[config.mk]
export PLATFORM = sky130hd
export DESIGN_NAME = oup_ulpi_link_fsm
export DESIGN_NICKNAME = d
export VERILOG_FILES = /design/src/rtl/oup_ulpi_link_fsm.sv
export SDC_FILE = /design/constraint.sdc
export NUM_CORES = 1
export LEC_CHECK = 0
export CORE_ASPECT_RATIO = 0.8
export CORE_MARGIN = 10
export CORE_UTILIZATION = 51
export CTS_BUF_LIST = sky130_fd_sc_hd__clkbuf_8
export CTS_CLUSTER_SIZE = 16
export DETAILED_ROUTE_END_ITERATION = 16
export PLACE_DENSITY = 0.85
export SKIP_CTS_REPAIR_TIMING = 1
export SLEW_MARGIN = 20
export SYNTH_ARGS = -nofsm -noshare
export SYNTH_HDL_FRONTEND = slang
export SYNTH_SLANG_ARGS = --single-unit
[constraint.sdc]
create_clock -name ulpi_clk_i -period 2.4 [get_ports ulpi_clk_i]
set_input_delay 0.48 -clock ulpi_clk_i [delete_from_list [all_inputs] [get_ports ulpi_clk_i]]
set_output_delay 0.48 -clock ulpi_clk_i [all_outputs]
set_load 0.05 [all_outputs]
[src/rtl/oup_ulpi_link_fsm.sv]
// ULPI link-side engine: runs PHY register read/write instructions over ULPI
// and captures RX CMD bytes while the PHY owns the bus.
//
// state     | meaning
// IDLE      | waiting for an accepted instruction and a free bus
// TXCMD     | driving the TX CMD byte, waiting for nxt
// EXTADDR   | driving the full extended register address, waiting for nxt
// WDATA     | driving write data, waiting for nxt
// STP       | one-cycle stop strobe closing a register write
// RD_TURN   | bus turnaround before read data; link released
// RD_DATA   | sampling read data from the PHY
module oup_ulpi_link_fsm #(
  parameter int NXT_TIMEOUT = 255,
  parameter bit EXT_ADDR_EN = 1'b1
) (
  input  logic       ulpi_clk_i,
  input  logic       rst_i,
  input  logic [7:0] ins_instruction_i,
  input  logic       ins_exec_i,
  output logic       ins_busy_o,
  output logic       ins_exec_done_o,
  output logic       ins_exec_aborted_o,
  input  logic [7:0] phyreg_addr_i,
  input  logic [7:0] phyreg_data_i,
  output logic [7:0] phyreg_data_o,
  output logic       phyreg_data_valid_o,
  output logic [7:0] rx_cmd_byte_o,
  output logic       rx_cmd_valid_o,
  input  logic [7:0] ulpi_data_i,
  output logic [7:0] ulpi_data_o,
  output logic       ulpi_data_oe_o,
  input  logic       ulpi_dir_i,
  input  logic       ulpi_nxt_i,
  output logic       ulpi_stp_o
);

  localparam int TW = (NXT_TIMEOUT > 1) ? $clog2(NXT_TIMEOUT) : 1;
  localparam logic [TW-1:0] TLOAD = TW'(NXT_TIMEOUT - 1);

  typedef enum logic [2:0] {
    S_IDLE, S_TXCMD, S_EXTADDR, S_WDATA, S_STP, S_RD_TURN, S_RD_DATA
  } state_t;

  state_t        state_q, state_d;
  logic          pending_q, pending_d;
  logic          rd_q, rd_d;
  logic [7:0]    addr_q, addr_d;
  logic [7:0]    wdata_q, wdata_d;
  logic [TW-1:0] timer_q, timer_d;
  logic          dir_q;
  logic          drive_q, drive_d;
  logic [7:0]    data_q, data_d;
  logic          stp_q, stp_d;
  logic          done_q, done_d;
  logic          aborted_q, aborted_d;
  logic [7:0]    phy_data_q, phy_data_d;
  logic          phy_valid_q, phy_valid_d;
  logic [7:0]    rx_byte_q, rx_byte_d;
  logic          rx_valid_q, rx_valid_d;
  logic          abort, nxt_wait;
  logic          ins_legal, ins_ext, ext_q;

  assign ins_legal = (ins_instruction_i == 8'h01) || (ins_instruction_i == 8'h02);
  assign ins_ext   = (phyreg_addr_i[7:6] != 2'b00) || (phyreg_addr_i == 8'h2F);
  assign ext_q     = (addr_q[7:6] != 2'b00) || (addr_q == 8'h2F);

  always_comb begin
    state_d     = state_q;
    pending_d   = pending_q;
    rd_d        = rd_q;
    addr_d      = addr_q;
    wdata_d     = wdata_q;
    timer_d     = timer_q;
    phy_data_d  = phy_data_q;
    rx_byte_d   = rx_byte_q;
    done_d      = 1'b0;
    aborted_d   = 1'b0;
    phy_valid_d = 1'b0;
    rx_valid_d  = 1'b0;
    abort       = 1'b0;
    nxt_wait    = 1'b0;

    case (state_q)
      S_IDLE: begin
        if (ins_exec_i && !pending_q) begin
          if (!ins_legal || (ins_ext && !EXT_ADDR_EN)) begin
            done_d    = 1'b1;
            aborted_d = 1'b1;
          end else begin
            pending_d = 1'b1;
            rd_d      = (ins_instruction_i == 8'h01);
            addr_d    = phyreg_addr_i;
            wdata_d   = phyreg_data_i;
          end
        end else if (pending_q && !ulpi_dir_i && !dir_q) begin
          pending_d = 1'b0;
          state_d   = S_TXCMD;
          timer_d   = TLOAD;
        end
      end
      S_TXCMD: begin
        if (ulpi_dir_i) abort = 1'b1;
        else if (ulpi_nxt_i) begin
          state_d = ext_q ? S_EXTADDR : (rd_q ? S_RD_TURN : S_WDATA);
          timer_d = TLOAD;
        end else nxt_wait = 1'b1;
      end
      S_EXTADDR: begin
        if (ulpi_dir_i) abort = 1'b1;
        else if (ulpi_nxt_i) begin
          state_d = rd_q ? S_RD_TURN : S_WDATA;
          timer_d = TLOAD;
        end else nxt_wait = 1'b1;
      end
      S_WDATA: begin
        if (ulpi_dir_i) abort = 1'b1;
        else if (ulpi_nxt_i) begin
          state_d = S_STP;
          done_d  = 1'b1;
        end else nxt_wait = 1'b1;
      end
      S_STP: state_d = S_IDLE;
      S_RD_TURN: begin
        if (ulpi_dir_i) state_d = S_RD_DATA;
        else abort = 1'b1;
      end
      S_RD_DATA: begin
        if (ulpi_dir_i && !ulpi_nxt_i) begin
          phy_data_d  = ulpi_data_i;
          phy_valid_d = 1'b1;
          done_d      = 1'b1;
          state_d     = S_IDLE;
        end else abort = 1'b1;
      end
      default: state_d = S_IDLE;
    endcase

    if (nxt_wait) begin
      if (timer_q == '0) abort = 1'b1;
      else timer_d = timer_q - TW'(1);
    end

    if (abort) begin
      state_d   = S_IDLE;
      done_d    = 1'b1;
      aborted_d = 1'b1;
    end

    // The turnaround cycle (dir_q still low) is never an RX CMD.
    if (ulpi_dir_i && dir_q && !ulpi_nxt_i &&
        state_q != S_RD_TURN && state_q != S_RD_DATA) begin
      rx_byte_d  = ulpi_data_i;
      rx_valid_d = 1'b1;
    end

    drive_d = 1'b0;
    stp_d   = 1'b0;
    data_d  = 8'h00;
    case (state_d)
      S_TXCMD: begin
        drive_d = 1'b1;
        data_d  = {1'b1, rd_q, ext_q ? 6'h2F : addr_q[5:0]};
      end
      S_EXTADDR: begin
        drive_d = 1'b1;
        data_d  = addr_q;
      end
      S_WDATA: begin
        drive_d = 1'b1;
        data_d  = wdata_q;
      end
      S_STP:   stp_d = 1'b1;
      default: ;
    endcase
  end

  always_ff @(posedge ulpi_clk_i) begin
    if (rst_i) begin
      state_q     <= S_IDLE;
      pending_q   <= 1'b0;
      rd_q        <= 1'b0;
      addr_q      <= 8'h00;
      wdata_q     <= 8'h00;
      timer_q     <= '0;
      dir_q       <= 1'b0;
      drive_q     <= 1'b0;
      data_q      <= 8'h00;
      stp_q       <= 1'b0;
      done_q      <= 1'b0;
      aborted_q   <= 1'b0;
      phy_data_q  <= 8'h00;
      phy_valid_q <= 1'b0;
      rx_byte_q   <= 8'h00;
      rx_valid_q  <= 1'b0;
    end else begin
      state_q     <= state_d;
      pending_q   <= pending_d;
      rd_q        <= rd_d;
      addr_q      <= addr_d;
      wdata_q     <= wdata_d;
      timer_q     <= timer_d;
      dir_q       <= ulpi_dir_i;
      drive_q     <= drive_d;
      data_q      <= data_d;
      stp_q       <= stp_d;
      done_q      <= done_d;
      aborted_q   <= aborted_d;
      phy_data_q  <= phy_data_d;
      phy_valid_q <= phy_valid_d;
      rx_byte_q   <= rx_byte_d;
      rx_valid_q  <= rx_valid_d;
    end
  end

  assign ins_busy_o          = pending_q | (state_q != S_IDLE);
  assign ins_exec_done_o     = done_q;
  assign ins_exec_aborted_o  = aborted_q;
  assign phyreg_data_o       = phy_data_q;
  assign phyreg_data_valid_o = phy_valid_q;
  assign rx_cmd_byte_o       = rx_byte_q;
  assign rx_cmd_valid_o      = rx_valid_q;
  assign ulpi_data_o         = data_q;
  assign ulpi_data_oe_o      = drive_q & ~ulpi_dir_i;
  assign ulpi_stp_o          = stp_q;

endmodule
==> results of run 1 <==
-- where the power goes --
group	leakage [nW]	switching, W	internal (W)	total (W)
registers	0.484	0.00000757	0.00101	0.00101
clock network	0.105	0.000392	0.000528	0.000920
logic	0.816	0.000103	0.000111	0.000214
-- state kept, by name, summed over array words and instances (netlist names) --
register,flops
phyreg_data_valid_o,1
rx_cmd_valid_o,1
dir_q,1
addr_q,8
drive_q,1
wdata_q,8
ins_exec_done_o,1
rx_cmd_byte_o,8
timer_q,8
ulpi_stp_o,1
ins_exec_aborted_o,1
state_q,3
rd_q,1
phyreg_data_o,8
ulpi_data_o,8
pending_q,1
-- Yosys cell counts, types with 2 or more instances --
cell,count
nand2b_1,6
buf_2,6
o21ai_0,6
o22ai_1,5
clkbuf_1,7
nor3_1,8
nor2b_1,8
a31oi_1,4
o311a_1,2
nor3b_1,3
nand3b_1,2
a211oi_2,2
dfxtp_1,60
nor2_1,46
a221oi_1,2
xor2_1,3
nor4_1,4
nand2_1,12
nand3_1,4
nor4bb_1,2
a311oi_1,3
inv_1,6
a21oi_1,16
mux2i_1,37
xnor2_1,2
nand2b_2,2
nand4_1,2
o21bai_1,4
-- layer usage --
layer | part of all wire [%] | vias up | GRT usage, %
met5 | 0 | - | 0
met4 | 1.3 | 0 | 5.18
met3 | 7.9 | 11 | 7.54
met2 | 48 | 96 | 26.3
met1 | 43 | 1184 | 20.5
li1 | - | 1212 | -
-- layout make-up --
class	instances	share of cell area [%]
multi-input combinational	207	36.6
sequential	60	31.4
inverter	6	0.588
timing repair buffer	98	24.2
tap	62	2.03
clock inverter	4	1.27
clock buffer	11	3.95
-- path summary, 6_finish.rpt --
check                           cells after the start  slack [ns]        from              to
worst min register to register                      1        0.49  wdata_q[4]  ulpi_data_o[4]
worst min-delay path                                1        0.49  wdata_q[4]  ulpi_data_o[4]
worst max-delay path                                8        0.08  ulpi_dir_i  ulpi_data_o[6]
worst max register to register                      9        0.11  timer_q[0]  ulpi_data_o[1]
-- worst reg2reg max path: cells and delay by family, from the launching register on --
kind	cells	cell delay, ns
AOI/OAI and AO/OA	2	0.34
adders and majority gates	1	0.17
buffers and inverters	2	0.25
DFF	1	0.33
and+or+nand+nor	4	1.10
-- logic make-up after synthesis --
family / share of synthesized area (%)
AO/OA/AOI/OAI: 13.2
XOR/XNOR: 1.63
adder cells (fa/ha/maj): 0.466
buffers and inverters: 3.64
flip-flops: 44.8
multiplexers: 13.8
AND/OR/NAND/NOR: 22.5
-- stage by stage --
stage,setup slack [ns],power [W]
final,0.0810,0.00215
after CTS,0.0719,0.00216
after global placement,-0.149,0.00124
after floorplan,0.250,0.00113
after detailed placement,-0.231,0.00125
after global routing,0.0152,0.00222
==> results.txt, run 1 <==
clk slew on worst S/H paths = 0.07 ns
drt drc = 0
Placed Area = 3610 µm²
Static Leakage = 1.41 nW
Final Hold Viols = 0
gr usage total = 16.9%
register area = 1200 µm²
commonest non-fill, non-tap cell in the layout = clkdlybuf4s50_1
clk_lat worst skew = 0.34 ns
Slew @ Worst Pin = 0.546 ns
dominant cells by area after synthesis = dfxtp_1 45%, mux2i_1 14%, nor2_1 6.4%
cell taking the most area after synthesis = dfxtp_1
clock tree sinks = 60
row count = 23
initial antenna violation count = 0
CP Launch Type = input pin
Final Util = 75.6%
CTS root buf = clkbuf_8
Pre-antenna DRT Iters = 5
post-synthesis sequential area ratio = 44.8%
nets = 420
most frequent cells in the layout = 64 x clkdlybuf4s50_1, 60 x dfxtp_1, 46 x nor2_1
area occupied by multi-input gates = 1400 µm²
peak supply drop = 0.456 mV
CP arrival = 2.59 ns
via count = 2,503
fin. max-slew vios = 0
largest incremental delay on the critical path = 0.46 ns
DRT iter0 DRCs = 112
outcome = finished, final reports clean
Worst Hold Slack = 0.487 ns
register bit total from synthesis = 60
hpwl dp = 5480 µm
die area = 8580 µm²
unrepaired setup endpoints after global routing = no
core area = 5060 µm²
crit path max fanout = 12
WS Path Type = in2reg
# placed instances = 433
Synthesis Warnings = 0
critical path's slowest cell = clkdlybuf4s50_1
Final Instance Count excl. Fillers = 448
worst min path class = reg2reg
I/O pin total = 68
Mapped Cells = 288
Final GP Congestion = 0.882
top cell type's share of synthesized area = 44.8%
Layout area overhead = 42.7%
Initial Util = 53.0%
die height = 84.9 µm
H-tree depth = 3
Rel. slew slack = 63.5%
number of buffers created by CTS = 9
clock skew = 0.00724 ns
Inserted Diodes = 0
final WL = 7420 µm
maxcap violations = 0
Final TNS setup = 0 ns
largest net degree at the start of global routing = 48
CP Buf/Inv Count = 2
CP Capture Type = flip-flop
share of post-route cells with drive strength above 1 = 16.6%
Final ANT Viol Nets = 0
CP Cell Sequence = clkdlybuf4s50_1 -> buf_4 -> nand2b_1 -> a31oi_2 -> o221ai_2 -> or2_2 -> or3_4 -> o22ai_1
dominant synthesized flop cell = dfxtp_1
I/O Buffers = 67
first-pass GRT wire length = 11,800 µm
number of synthesized flops with an enable pin = 0
global route overflow = 0
CP required = 2.67 ns
setup violators final = 0
Mapped Area = 2680 µm²
Final Cycle Share = 96.6%
Mapped Nets = 326
vias per inst = 5.59
CP delay by family, top = simple AND/OR/NAND/NOR gates
per-cell routed wire length = 16.6 µm
TritonCTS clock tree = done
vias in the first global route = 2,467
fillers = 343
Netlist cell types = 52
Die Wd = 101 µm
CTS max path bufs = 2
PD cells = 561 nW/µm²
Final Critical Period = 2.32 ns
Avg Cell Area, Syn = 9.31 µm²
asr flop ratio synth = 0%
Finished Cell Area = 3830 µm²
fmax = 431 MHz
No activity file was read; power rests on OpenSTA's default activity.
==> inputs of run 2 (changes only) <==
--- a/config.mk
+++ b/config.mk
@@ -5,13 +5,15 @@
 export SDC_FILE = /design/constraint.sdc
 export NUM_CORES = 1
 export LEC_CHECK = 0
+export CELL_PAD_IN_SITES_DETAIL_PLACEMENT = 0
+export CELL_PAD_IN_SITES_GLOBAL_PLACEMENT = 2
 export CORE_ASPECT_RATIO = 0.8
 export CORE_MARGIN = 10
-export CORE_UTILIZATION = 51
+export CORE_UTILIZATION = 30
 export CTS_BUF_LIST = sky130_fd_sc_hd__clkbuf_8
 export CTS_CLUSTER_SIZE = 16
 export DETAILED_ROUTE_END_ITERATION = 16
-export PLACE_DENSITY = 0.85
+export PLACE_DENSITY = 0.83
 export SKIP_CTS_REPAIR_TIMING = 1
 export SLEW_MARGIN = 20
 export SYNTH_ARGS = -nofsm -noshare
==> run 2 against run 1 <==
Sequential power about the same. Global-route usage down 5.8 points. Final area up 2.3%. Fmax down 0.90%. Sequential share of layout area down 0.65 points. Non-clock buffer count up 4. Critical endpoint is now ulpi_data_o[1].
==> results.txt, run 2 (synthesis gave the netlist of run 1 again) <==
critical path's slowest cell = or4b_4
final WL = 7440 µm
CP arrival = 2.57 ns
Worst Hold Slack = 0.476 ns
clock skew = 0.0126 ns
outcome = finished, final reports clean
CP delay by family, top = simple AND/OR/NAND/NOR gates
fin. max-slew vios = 0
WP depth = 9
largest net degree at the start of global routing = 48
Final Cycle Share = 97.5%
H-tree depth = 3
initial antenna violation count = 0
Final GP Congestion = 0.818
Final Critical Period = 2.34 ns
CTS root buf = clkbuf_8
clock tree sinks = 60
die height = 105 µm
number of buffers created by CTS = 9
DRT iter0 DRCs = 83
maxcap violations = 0
largest incremental delay on the critical path = 0.57 ns
setup violators final = 0
Reg-to-Reg Start = timer_q[1]
met2 wire len = 3090 µm
vias in the first global route = 2,328
PD cells = 558 nW/µm²
Static Leakage = 1.42 nW
via count = 2,384
CP Launch Type = flip-flop
cell depth of the worst hold path = 1
crit path max fanout = 4
Die Wd = 126 µm
Pre-antenna DRT Iters = 4
Final TNS setup = 0 ns
core area = 8600 µm²
clk_lat worst skew = 0.34 ns
I/O Buffers = 67
nets = 424
CP Capture Type = flip-flop
Layout area overhead = 46.0%
row count = 30
hpwl dp = 5580 µm
per-cell routed wire length = 14.8 µm
register area = 1200 µm²
die area = 13,100 µm²
Slew @ Worst Pin = 0.600 ns
CP Buf/Inv Count = 2
area occupied by multi-input gates = 1390 µm²
first-pass GRT wire length = 12,000 µm
Hold EP = ulpi_data_o[4]
CP Cell Sequence = inv_1 -> ha_2 -> or3b_4 -> or4b_4 -> o221ai_2 -> buf_4 -> nor2_1 -> nand2_1 -> o22ai_1
Final ANT Viol Nets = 0
Rel. slew slack = 59.9%
CTS max path bufs = 2
share of post-route cells with drive strength above 1 = 18.2%
most frequent cells in the layout = 64 x clkdlybuf4s50_1, 58 x dfxtp_1, 46 x nor2_1
drt drc = 0
clk slew on worst S/H paths = 0.08 ns
RR Endpoint = ulpi_data_o[1]
I/O pin total = 68
worst min path class = reg2reg
reg2reg path depth = 9
gr usage total = 11.1%
flop2flop setup slack = 0.06 ns
max layer used = met4
vias per inst = 4.74
fillers = 873
M1 WL = 3710 µm
fmax = 427 MHz
Initial Util = 31.2%
commonest non-fill, non-tap cell in the layout = clkdlybuf4s50_1
peak supply drop = 0.391 mV
met3 WL post-DR = 562 µm
WS Path Type = reg2reg
CP required = 2.63 ns
hold_sp = wdata_q[4]
TritonCTS clock tree = done
Inserted Diodes = 0
Final Hold Viols = 0
global route overflow = 0
==> run 2: changes by cell type in the layout (fill, tap and decap cells not counted), sizes merged <==
| cell | change |
|---|---|
| dlymetal6s2s | -1 |
| buf | +5 |
| clkinvlp | +1 |
==> run 2: metrics by stage <==
step	util, %	cells	instance area, µm²	worst slack, ns	power [W]
5_1_grt	45.6	503	3920	-0.0158	0.00228
4_1_cts	45.3	501	3890	0.0608	0.00221
6_report	45.6	503	3920	0.0598	0.00219
3_3_place_gp	42.8	485	3680	-0.155	0.00125
2_1_floorplan	-	288	2680	0.250	0.00113
3_5_place_dp	42.8	485	3680	-0.169	0.00125
==> run 2: where the power goes <==
group	internal (W)	switching [W]
sequential	0.00101	0.00000736
combinational	0.000113	0.000101
clock	0.000538	0.000422
==> run 2: layer usage <==
layer	GRT usage [%]	vias to the layer above
met5	0	-
met4	2.71	0
met3	6.01	9
met2	14.9	48
met1	14.8	1101
li1	-	1226
==> run 2: worst register-to-register path: cells and delay by family, from the launching register on <==
kind / cells / cell delay (ns)
and+or+nand+nor: 4 / 1.18
AOI/OAI and AO/OA: 2 / 0.35
DFF: 1 / 0.33
buffers and inverters: 2 / 0.21
adders and majority gates: 1 / 0.17
==> run 2: worst max path at each step <==
| stage | endpoint | start |
|---|---|---|
| floorplan | timer_q[7] | timer_q[0] |
| global placement | ulpi_data_o[6] | ulpi_nxt_i |
| detailed placement | ulpi_data_o[6] | ulpi_dir_i |
| CTS | timer_q[3] | timer_q[0] |
| global route | ulpi_data_o[3] | timer_q[1] |
| finish | ulpi_data_o[1] | timer_q[1] |
==> run 2: area by class of cell <==
type                    instances  share of cell area [%]
clock inverters                 5                    1.53
well taps                     112                    3.58
flip-flops and latches         60                    30.7
multi-input cells             207                    35.5
clock buffers                  11                    3.86
repair buffers                102                    24.2
inverters                       6                   0.575
==> inputs of run 3 (changes only) <==
--- a/config.mk
+++ b/config.mk
@@ -5,6 +5,7 @@
 export SDC_FILE = /design/constraint.sdc
 export NUM_CORES = 1
 export LEC_CHECK = 0
+export CAP_MARGIN = 25
 export CELL_PAD_IN_SITES_DETAIL_PLACEMENT = 0
 export CELL_PAD_IN_SITES_GLOBAL_PLACEMENT = 2
 export CORE_ASPECT_RATIO = 0.8
==> results of run 3 <==
The final DEF is identical to that of run 2; final timing and power are the same.
